===== src/rtl/cpu_types_pkg.sv =====
// cpu_types_pkg: shared word, RAM status and arbiter state types.
package cpu_types_pkg;
    typedef logic [31:0] word_t;
    typedef enum logic [1:0] {FREE, BUSY, ACCESS, ERROR} ramstate_t;
    typedef enum logic [1:0] {IDLE, IGNT, DGNT, STOP} arb_state_t;
    localparam int STARVE_LIMIT = 4;
endpackage


===== src/rtl/arb_starve_cnt.sv =====
// arb_starve_cnt: saturating count of dcache grants taken over a pending icache request.
module arb_starve_cnt #(
    parameter int LIMIT = 4
) (
    input  logic CLK,
    input  logic nRST,
    input  logic inc,
    input  logic clr,
    output logic sat
);
    localparam int W = $clog2(LIMIT + 1);
    logic [W-1:0] cnt;
    assign sat = cnt == W'(LIMIT);
    always_ff @(posedge CLK or negedge nRST) begin
        if (!nRST) cnt <= '0;
        else cnt <= clr ? '0 : (inc && !sat) ? cnt + W'(1) : cnt;
    end
endmodule


===== src/rtl/mem_arbiter.sv =====
// mem_arbiter: dcache-priority grant FSM onto the single-ported RAM, with bounded icache starvation.
module mem_arbiter
    import cpu_types_pkg::*;
#(
    parameter int STARVE_LIMIT = cpu_types_pkg::STARVE_LIMIT
) (
    input  logic      CLK,
    input  logic      nRST,
    input  logic      iREN,
    input  word_t     iaddr,
    input  logic      dREN,
    input  logic      dWEN,
    input  word_t     daddr,
    input  word_t     dstore,
    input  logic      halt,
    input  logic      flushed,
    input  word_t     ramload,
    input  ramstate_t ramstate,
    output logic      iwait,
    output logic      dwait,
    output word_t     iload,
    output word_t     dload,
    output logic      ramREN,
    output logic      ramWEN,
    output word_t     ramaddr,
    output word_t     ramstore,
    output logic      stopped
);
    arb_state_t state, nxt;
    logic dreq, sat, inc, clr, ig, dg, acc, done;
    assign dreq = dREN | dWEN;
    assign ig   = state == IGNT;
    assign dg   = state == DGNT;
    assign acc  = ramstate == ACCESS;
    // ACCESS or ERROR both end the grant; ERROR just leaves wait high so the request re-arbitrates
    assign done = acc || ramstate == ERROR;
    always_comb begin
        nxt = state == IDLE ? ((dreq && (!iREN || !sat)) ? DGNT : iREN ? IGNT : (halt && flushed) ? STOP : IDLE)
            : state == IGNT ? ((!iREN || done) ? IDLE : IGNT)
            : state == DGNT ? ((!dreq || done) ? IDLE : DGNT)
            : STOP;
    end
    always_ff @(posedge CLK or negedge nRST) begin
        if (!nRST) state <= IDLE;
        else state <= nxt;
    end
    assign inc = state == IDLE && nxt == DGNT && iREN;
    assign clr = state == IDLE && (nxt == IGNT || !iREN);
    arb_starve_cnt #(.LIMIT(STARVE_LIMIT)) u_starve (
        .CLK(CLK), .nRST(nRST), .inc(inc), .clr(clr), .sat(sat)
    );
    assign ramREN   = ig || (dg && !dWEN);
    assign ramWEN   = dg && dWEN;
    assign ramaddr  = ig ? iaddr : dg ? daddr : '0;
    assign ramstore = (dg && dWEN) ? dstore : '0;
    assign iload    = (ig && acc) ? ramload : '0;
    assign dload    = (dg && acc) ? ramload : '0;
    assign iwait    = iREN && !(ig && acc);
    assign dwait    = dreq && !(dg && acc);
    assign stopped  = state == STOP;
endmodule


===== config.mk =====
export PLATFORM = sky130hd
export DESIGN_NAME = mem_arbiter
export DESIGN_NICKNAME = d
export VERILOG_FILES = /design/src/rtl/cpu_types_pkg.sv /design/src/rtl/arb_starve_cnt.sv /design/src/rtl/mem_arbiter.sv
export SDC_FILE = /design/constraint.sdc
export NUM_CORES = 1
export LEC_CHECK = 0
export ABC_AREA = 1
export BUFFER_PORTS_ARGS = -buffer_cell sky130_fd_sc_hd__buf_2
export CAP_MARGIN = 10
export CORE_AREA = 3 3 103 105
export CTS_CLUSTER_DIAMETER = 150
export DETAILED_ROUTE_END_ITERATION = 12
export DIE_AREA = 0 0 106 108
export SYNTH_ARGS = -nofsm -noshare
export SYNTH_HDL_FRONTEND = slang
export SYNTH_SLANG_ARGS = --single-unit

===== constraint.sdc =====
create_clock -name CLK -period 1.5 [get_ports CLK]
set_clock_uncertainty 0.05 [all_clocks]
set_input_delay 0.225 -clock CLK [delete_from_list [all_inputs] [get_ports CLK]]
set_output_delay 0.225 -clock CLK [all_outputs]
set_load 0.01 [all_outputs]

==> run_results.csv <==
group,metric,value,unit
logic_synthesis,yosys.area.top_type,"nor2_1",
job,drv_cap,0,
grt,grt_usage,0.113,
die,die_h,108,µm
run_status,violations,"setup timing",
die,io_pins,270,
logic_synthesis,synth-seq-cells,5,
grt,grt_pass1_wl,10900,µm
final_layout,layout_common_cells,"buf_2 (269), nor2_1 (76), inv_1 (72), a22o_1 (32), nor2_2 (23)",
run_status,status,"finished, violations left",
place,place_area,2940,µm²
sta,worst_slack,-0.226,ns
logic_synthesis,synth.avg_cell_area,5.25,µm²
setup_path,r2r-start,"state[1]",
clocking,clock_sinks,5,
setup_path,worst-setup-path-type,"flip-flop to output port",
die,start_util,0.142,
logic_synthesis,ys_types,18,
sta,min_period,1.73,ns
sta,tightestPinTransition,0.328,ns
final_layout,area_growth,126,%
clocking,numCtsBuffers,3,
drt,vias,2555,
sta,clock.fmax,0.579,GHz
power_and_ir_drop,powerDensity,1030,nW/µm²
setup_path,startpoint,"state[0]",
clocking,cts_tree,"built",
sta,rsz0062_at_grt,"yes",
place,dp_cells,663,
drt,drc,0,
clocking,ctsHtreeMaxLevel,1,
final_layout,antenna_cells,0,
grt,grt_overflow,0,
final_layout,layout-drive-gt1-share,0.600,
grt,antenna_found_initial,0,
clocking,clock_latency,0.22,ns
setup_path,cp-start-kind,"flip-flop",
clocking,clockBufferDepth,2,
final_layout,final_nets,680,
logic_synthesis,synth_top_area_frac,0.268,
worst_hold_path,hold_path.class,"input port to flip-flop",
drt,drt_wl_total,8140,µm
die,dieArea,11400,µm²
place,place_hpwl,6710,µm
sta,slew-limit-headroom,0.781,
final_layout,stdcell_area,3130,µm²
drt,ant_nets,0,
logic_synthesis,seq_area_frac_synth,0.0903,
drt,wl_per_cell,12.1,µm
final_layout,final-instance-count-excl-fill,673,
die,row_count,36,
setup_path,crit_fanout,32,
clocking,root_buffer,"clkbuf_8",
logic_synthesis,synth_warnings,0,
logic_synthesis,synthesis.area,1390,µm²
place,port_buffers,269,
setup_path,end_kind,"output port",
grt,grt_pass1_vias,2181,
logic_synthesis,synth_area_leaders,"nor2_1 (27%), a22o_1 (20%), inv_1 (19%), dfrtp_1 (9.0%), buf_6 (4.9%)",
sta,setup_violations,131,
drt,routed_via_density,3.80,
place,gp_congestion,0.819,
sta,hold_viol_final,0,
final_layout,layout_commonest_cell,"buf_2",
logic_synthesis,synth_cells,264,
power_and_ir_drop,leakage,2.25,nW
grt,grt_max_degree,34,
setup_path,cp.arrival,1.45,ns
logic_synthesis,synth_nets,403,
sta,min_period_over_period,1.15,
worst_hold_path,min_from,"iREN",
drt,drt-initial-drc-count,170,
die,core_area,9730,µm²
die,die_x,106,µm
clocking,clk_pin_slew,0.03,ns
drt,drtPass1Iterations,4,
setup_path,cp.required,1.22,ns
sta,finalMaxSlewViolations,0,
power_and_ir_drop,ir_worst_vdd,0.945,mV
## stage by stage
stage               hold slack (ns)  worst slack (ns)  total power, mW   util  setup TNS, ns
finish                        0.265            -0.226             3.24  0.322         -25.91
global route                  0.273            -0.355             3.52  0.322         -41.41
CTS                           0.261            -0.235             3.11  0.311         -26.02
detailed placement         -0.00629           -0.0368             2.81  0.302         -0.355
global placement           -0.00417           -0.0355             2.81  0.302        -0.0355
floorplan                    -0.121          -0.00239             1.68      -        -0.0716
## worst paths after layout
kind / end / slack, ns / cells after the start
setup / recovery: iload[26] / -0.23 / 8
hold / removal: u_starve.cnt[2] / 0.27 / 3
setup reg to reg: u_starve.cnt[1] / 0.03 / 8
hold reg to reg: u_starve.cnt[1] / 0.53 / 2
max in group asynchronous: u_starve.cnt[0] / 0.96 / 2
min in group asynchronous: state[0] / 0.31 / 2
## per-layer routing
metal,vias up,routed length (µm),track usage
li1,1337,-,-
met1,1107,3190,0.144
met2,111,4330,0.204
met3,0,619,0.0287
met4,0,0,0.00370
met5,-,0,0
## cell families after synthesis
| kind of cell | count (synthesis) | share of synthesized area |
|---|---|---|
| AND/OR/NAND/NOR | 122 | 0.358 |
| buffers and inverters | 94 | 0.295 |
| AO/OA/AOI/OAI | 40 | 0.232 |
| flip-flops | 5 | 0.0903 |
| adder cells (fa/ha/maj) | 2 | 0.0180 |
| XOR/XNOR | 1 | 0.00632 |
## synthesized netlist by cell type
| library cell | instances |
|---|---|
| nor2_4 | 2 |
| buf_2 | 9 |
| o21ai_0 | 5 |
| nor2_1 | 99 |
| nand2_1 | 12 |
| nor3_2 | 2 |
| ha_1 | 2 |
| inv_1 | 72 |
| nand3_1 | 5 |
| a31oi_1 | 1 |
| nand4_1 | 1 |
| buf_6 | 6 |
| inv_2 | 7 |
| dfrtp_1 | 5 |
| a22o_1 | 32 |
| a21oi_1 | 2 |
| nor2_2 | 1 |
| xor2_1 | 1 |
## state kept, by name, indices dropped and copies added, names as in the netlist
name	cells
state	2
u_starve.cnt	3
## critical path, cell delays in order, from the launching register on
cell	delay (ns)
dfrtp_1	0.40
inv_2	0.06
nor2_4	0.10
inv_2	0.06
nor3_4	0.13
inv_2	0.06
buf_12	0.16
nor2_1	0.10
buf_2	0.14
## cell type report
cell class	count	area (µm²)
fill	1116	6600
inverter	79	299
clock buffer	4	45.0
tap	133	166
sequential	5	125
multi-input combinational	165	927
timing repair buffer	287	1570
## where the power goes
part | switching [mW] | internal, mW | total, mW
clock | 0.0597 | 0.182 | 0.242
sequential | 0.0460 | 0.181 | 0.227
combinational | 1.51 | 1.26 | 2.77
## what timing repair did
action / in CTS / in global routing
setup endpoints to repair: 130 / 134
pin swaps: 0 / 1
gates cloned: 0 / 2
hold buffers: 1 / 0
buffers inserted: 2 / 2
gates resized for setup: 5 / 23
hold endpoints to repair: 5 / 0
(Power assumes the default switching activity.)
